==> config.mk <==
export PLATFORM = sky130hd
export DESIGN_NAME = ifetch_s
export DESIGN_NICKNAME = d
export VERILOG_FILES = /design/src/rtl/ifetch_s.sv
export SDC_FILE = /design/constraint.sdc
export NUM_CORES = 1
export LEC_CHECK = 0
export BUFFER_PORTS_ARGS = -buffer_cell sky130_fd_sc_hd__buf_2
export CORE_MARGIN = 1
export CORE_UTILIZATION = 59
export DETAILED_ROUTE_END_ITERATION = 8
export GPL_ROUTABILITY_DRIVEN = 0
export HOLD_SLACK_MARGIN = 0.06
export PLACE_DENSITY = 0.85
export SLEW_MARGIN = 20
export SYNTH_ARGS = -nofsm -noshare
export SYNTH_HDL_FRONTEND = slang
export SYNTH_SLANG_ARGS = --single-unit
export TNS_END_PERCENT = 50
==> constraint.sdc <==
create_clock -name clk -period 11.7 [get_ports clk]
set_input_delay 0.585 -clock clk [delete_from_list [all_inputs] [get_ports clk]]
set_output_delay 0.585 -clock clk [all_outputs]
set_load 0.01 [all_outputs]
==> src/rtl/ifetch_s.sv <==
// Instruction-fetch stage: owns the PC, keeps one imem request in flight, and feeds the IF/ID register through a 1-entry skid.
// Optional build macro IFETCH_ALIGN_CHECK_EN adds misalign_out for flushes to non-word-aligned targets.
module ifetch_s #(
  parameter logic [31:0] RESET_PC = 32'h0000_0000,
  parameter int unsigned PC_STEP  = 4
) (
  input  logic        clk,
  input  logic        reset,
  input  logic        is_stall,
  input  logic        is_flush,
  input  logic [31:0] redirect_pc,
  output logic        imem_req,
  output logic [31:0] imem_addr,
  input  logic        imem_gnt,
  input  logic        imem_rvalid,
  input  logic [31:0] imem_rdata,
  output logic        is_valid_out,
  output logic [31:0] pc_out,
`ifdef IFETCH_ALIGN_CHECK_EN
  output logic [31:0] instr_out,
  output logic        misalign_out
`else
  output logic [31:0] instr_out
`endif
);

  localparam logic [31:0] STEP = 32'(PC_STEP);

  // S_DRAIN: a granted response is still owed by memory but must be thrown away
  typedef enum logic [1:0] {S_IDLE, S_REQ, S_WAIT, S_DRAIN} state_t;

  state_t      state, state_nxt;
  logic [31:0] pc, req_pc, skid_pc, skid_instr;
  logic        skid_valid;
  logic        accept, deliver;
  logic [31:0] redirect_word;

  assign redirect_word = {redirect_pc[31:2], 2'b00};
  assign accept        = imem_req && imem_gnt;
  assign deliver       = (state == S_WAIT) && imem_rvalid && !is_flush;

  always_ff @(posedge clk or posedge reset) begin
    if (reset) state <= S_IDLE;
    else       state <= state_nxt;
  end

  always_comb begin
    state_nxt = state;
    case (state)
      S_IDLE:  state_nxt = S_REQ;
      S_REQ: begin
        if (is_flush)    state_nxt = accept ? S_DRAIN : S_REQ;
        else if (accept) state_nxt = S_WAIT;
      end
      S_WAIT: begin
        if (is_flush)         state_nxt = imem_rvalid ? S_REQ : S_DRAIN;
        else if (imem_rvalid) state_nxt = S_REQ;
      end
      S_DRAIN: begin
        if (!is_flush && imem_rvalid) state_nxt = S_REQ;
      end
      default: state_nxt = S_IDLE;
    endcase
  end

  always_comb begin
    imem_req  = (state == S_REQ) && !skid_valid;
    imem_addr = pc;
  end

  always_ff @(posedge clk or posedge reset) begin
    if (reset) begin
      pc           <= RESET_PC;
      req_pc       <= RESET_PC;
      skid_valid   <= 1'b0;
      skid_pc      <= 32'h0;
      skid_instr   <= 32'h0;
      is_valid_out <= 1'b0;
      pc_out       <= 32'h0;
      instr_out    <= 32'h0;
    end else begin
      if (is_flush) begin
        pc <= redirect_word;
      end else if (accept) begin
        req_pc <= pc;
        pc     <= pc + STEP;
      end

      if (is_flush) begin
        skid_valid   <= 1'b0;
        is_valid_out <= 1'b0;
      end else if (!is_stall) begin
        if (skid_valid) begin
          is_valid_out <= 1'b1;
          pc_out       <= skid_pc;
          instr_out    <= skid_instr;
          skid_valid   <= 1'b0;
        end else if (deliver) begin
          is_valid_out <= 1'b1;
          pc_out       <= req_pc;
          instr_out    <= imem_rdata;
        end else begin
          is_valid_out <= 1'b0;
        end
      end else if (deliver) begin
        // held output cannot take the response, park it until the stall lifts
        skid_valid <= 1'b1;
        skid_pc    <= req_pc;
        skid_instr <= imem_rdata;
      end
    end
  end

`ifdef IFETCH_ALIGN_CHECK_EN
  always_ff @(posedge clk or posedge reset) begin
    if (reset) misalign_out <= 1'b0;
    else       misalign_out <= is_flush && (redirect_pc[1:0] != 2'b00);
  end
`else
  logic unused_redirect_lsb;
  assign unused_redirect_lsb = ^redirect_pc[1:0];
`endif

endmodule

; After elaboration in Yosys (flattened, before gate mapping)
; Cells that the tools add are included.
[op_classes]
bitwise = 2
mux = 21
n_reduce_logical = 14
eq_ne = 8
addsub = 1
[ops]
columns = cell, count
row1 = $mux 32, 6
row2 = $add 32x3->32 const B, 1
row3 = $mux 2, 7
row4 = $reduce_and 3->1, 3
row5 = $pmux 2 s4, 1
row6 = $mux 1, 7
row7 = $ne 3x3->1 const B, 2
row8 = $logic_and 1x1->1, 5
row9 = $eq 2x2->1 const B, 2
row10 = $reduce_bool 2->1, 2
row11 = $ne 3x1->1 const B, 1
row12 = $eq 2x1->1 const B, 1
row13 = $logic_not 1->1, 2
row14 = $logic_not 2->1, 1
row15 = $ne 2x1->1 const B, 1
row16 = $ne 2x2->1 const B, 1
row17 = $not 1->1, 2
row18 = $reduce_and 2->1, 1
[totals]
wordCells = 55
out_inout_bits = 98
inputBits = 70
regBits = 196

; Longest topological paths before layout
[depth]
ltp_word = 7
depth_mapped = 9
mapped_depth_nobuf = 6

; Worst setup path after synthesis
; Ideal clock, no wire load.
[synth_path]
path_kind = register -> register
start = register state[1]
end = register pc[24], in the netlist imem_addr[24]
slack_ns = 9.548
setup_time_ns = 0.082
stages_incl_launch_ff = 8
n_path_buf = 1
arrival_ns = 2.070
t_required_ns = 11.618
synth_period_minus_slack_ns = 2.152
path_cell_list = dfrtp_1 inv_1 ha_1 nand4b_2 or4_4 buf_6 or4_1 a31oi_1
[synth_via]
elab_chain_cells = 4
[synth_lines]
columns = item, line
row1 = "start, declared", 32  ; state_t state, state_nxt;
row2 = "start signal, assigned", 44  ; else state <= state_nxt;
row3 = $eq 2x1->1, 67  ; imem_req = (state == S_REQ) && !skid_valid;
row4 = $logic_and 1x1->1, 67
row5 = $logic_and 1x1->1, 39  ; assign accept = imem_req && imem_gnt;
row6 = $reduce_bool 2->1 (no line), -
row7 = "end signal, assigned", 83  ; pc <= redirect_word;
row8 = "end signal, assigned", 86  ; pc <= pc + STEP;
row9 = "end, declared", 33  ; logic [31:0] pc, req_pc, skid_pc, skid_instr;
; Every way passes these cells.
; A chain may end at the register's enable or synchronous reset.

; Worst setup path in the final report
[layout_path]
start = register state[1]
end = register pc[31], in the netlist imem_addr[31]
; Same word-level chain as after synthesis.

==> impl_metrics.ini <==
[outcome]
status = finished, final reports clean

[critical_path]
crit_fanout = 15
reg2reg_slack_ns = 9.21
r2r_cells = 6
endpoint_kind = flip-flop
crit_path_end = imem_addr[31]
cp.arrival_ns = 2.83
r2r_end = imem_addr[31]
crit_start = state[1]
critPathKind = flip-flop to flip-flop
r2r-start = state[1]
critical_path.startpoint_type = flip-flop
worstPathRequired_ns = 12.04

[synthesis]
post-synth-top-count-cell = dfrtp_1
synth_edf_count = 0
ys_seq_elements = 188
ys_types = 41
syn_inst = 699
avgSynthCellArea_um2 = 11.80
async_flop_share_pct = 100.0
synth_flop_cell = dfrtp_1
synth.top_cell.area_share_pct = 57.01
ys_top_cells_by_count = dfrtp_1 (188), mux2_2 (94), nand2_1 (87)
yosys-top-cells-area = dfrtp_1 (57%), mux2_2 (13%), mux2i_1 (7.8%)
synth-seq-area-share_pct = 57.01
synth_area_um2 = 8252
yosys.area.top_type = dfrtp_1
yosys_warnings = 0

[place]
hpwl_um = 11610
io_buffers = 161

[pwr]
power_mw = 2.146
p_per_area_nw_per_um2 = 220.4
max-vdd-ir-drop_v = 0.0001156
power_leakage_nw = 4.538

[clocking]
clk_pin_slew_worst_paths_ns = 0.06
hold_buffers = 0
post_cts_buffers = 0
cts_resized = 0
insertion_delay_ns = 0.43
clk_path_buf_depth = 2
cts_tree = yes
root_buffer = clkbuf_16
clkSinkCount = 188
cts-htree-levels = 4
numCtsBuffers = 17

[drt]
drtIter0Drc = 456
dr.pass1.iters = 4
routedWlPerCell_um = 17.20
ant_nets = 0
drcViolationCount = 0
vias_per_cell = 5.797
drt_wl_total_um = 17670
vias = 5954

[timing]
fmax_mhz = 401.3
rsz0062_at_grt = no
clock_skew_ns = 0.005494
final_hold_viol_count = 0
worst_pin_slew_ns = 0.9570
finalSetupTns_ns = 0
min_period_over_period_pct = 21.30
min_period_ns = 2.492
report.final.slew_viol_count = 0
relSlewSlack_pct = 36.20
setup_viol_count_final = 0

[run]
maxCapViolations = 0

[layout]
n_antenna_cell = 0
fillers = 964
syn_to_final_growth_pct = 18.00
drive_above_1_share_pct = 34.90
final_nets = 912

[floorplan]
start_util_pct = 61.34
dieArea_um2 = 14460
die_h_um = 120.3
dieWidth_um = 120.3
rows = 42
io_pins = 168
core_um2 = 13450

[global_routing]
grt_usage_pct = 25.67
grt_first_pass_wirelength_um = 28850
grt_max_degree = 126
overflow = 0
grt_antenna_before_repair = 0
grt_pass1_vias = 5941

[hold_path]
hp-class = input pin to async pin
==> cell usage in the layout, fill, tap and decap left out, types with 2 or more instances in the layout <==
cell | synthesis | layout
nor2b_1 | 4 | 4
clkinv_2 | 0 | 4
nand4_1 | 8 | 8
mux2_2 | 94 | 94
clkinvlp_4 | 0 | 2
xor2_1 | 2 | 2
inv_1 | 10 | 9
clkbuf_1 | 31 | 3
xnor2_1 | 7 | 7
nor2_1 | 18 | 17
and4_1 | 3 | 3
or3_1 | 4 | 3
clkbuf_8 | 0 | 2
or4_1 | 19 | 19
a31oi_1 | 15 | 15
conb_1 | 1 | 4
o211ai_1 | 5 | 5
buf_2 | 2 | 161
clkbuf_16 | 0 | 17
nor3_1 | 4 | 4
o21ai_1 | 18 | 18
dfrtp_1 | 188 | 187
nand2_1 | 87 | 87
o31ai_1 | 12 | 12
nand3_1 | 13 | 12
a21oi_1 | 2 | 2
clkinv_4 | 0 | 2
ha_1 | 4 | 4
buf_16 | 0 | 2
mux2i_1 | 64 | 64
o21ai_0 | 55 | 55
or4_4 | 2 | 2
==> worst min-delay path by stage <==
| stage | startpoint | endpoint | slack, ns | depth (start not counted) |
|---|---|---|---|---|
| floorplan | skid_instr[0] | skid_instr[0] | 0.48 | 1 |
| global placement | pc_out[29] | pc_out[29] | 0.46 | 2 |
| detailed placement | instr_out[26] | instr_out[26] | 0.46 | 2 |
| CTS | reset | skid_instr[8] | 0.29 | 2 |
| global route | reset | skid_instr[9] | 0.33 | 2 |
| finish | reset | instr_out[15] | 0.26 | 2 |
==> cells by family (layout without fill, tap and decap cells) <==
| family | Yosys count | count (layout) | synth area share [%] |
|---|---|---|---|
| adder cells (fa/ha/maj) | 4 | 4 | 0.6065 |
| flip-flops | 188 | 188 | 57.01 |
| other | 1 | 4 | 0.04545 |
| multiplexers | 158 | 158 | 20.59 |
| AND/OR/NAND/NOR | 168 | 168 | 9.947 |
| AO/OA/AOI/OAI | 112 | 112 | 7.764 |
| XOR/XNOR | 9 | 9 | 0.9553 |
| buffers and inverters | 59 | 208 | 3.078 |
==> state kept, by name, indices dropped and copies added, names as in the netlist <==
| name | count |
|---|---|
| imem_addr | 30 |
| state | 2 |
| instr_out | 32 |
| skid_pc | 30 |
| is_valid_out | 1 |
| pc_out | 30 |
| skid_valid | 1 |
| req_pc | 30 |
| skid_instr | 32 |
==> area by class of cell <==
type | instances | area, um^2 | area share [%]
Clock inverter | 10 | 91.34 | 0.9381
Tap cell | 176 | 220.2 | 2.262
Timing Repair Buffer | 165 | 879.6 | 9.034
Inverter | 11 | 48.80 | 0.5012
Multi-Input combinational cell | 455 | 3324 | 34.14
Clock buffer | 22 | 464.2 | 4.767
Sequential cell | 188 | 4708 | 48.36
==> metal layers <==
metal	vias to the layer above	global-route usage, %	share of wire (%)
li1	2772	-	-
met1	2956	34.39	44
met2	198	41.49	48
met3	28	4.953	5.4
met4	0	10.19	2.0
met5	-	0	0
==> critical path, cell delays in order (launching register included) <==
cell      delay (ns)
dfrtp_1         0.42
inv_1           0.07
ha_1            0.27
nand3b_1        0.23
or4_4           0.68
or4_1           0.54
a31oi_1         0.19
==> where the power goes <==
part / switching [mW] / total [mW] / internal, mW
registers: 0.160 / 1.06 / 0.898
clock network: 0.236 / 0.540 / 0.304
logic: 0.266 / 0.548 / 0.281
==> metrics by stage <==
step	hold WS (ns)	cells	area [um^2]	setup WS [ns]	utilization [%]
after floorplan	0.4792	702	8263	6.001	-
after global placement	0.4558	993	9123	8.928	67.81
after detailed placement	0.4649	993	9123	8.891	67.81
after CTS	0.2886	1025	9678	8.860	71.94
after global routing	0.3261	1027	9737	9.079	72.38
final	0.2611	1027	9737	9.208	72.38
Power figures use the tool's default switching activity.
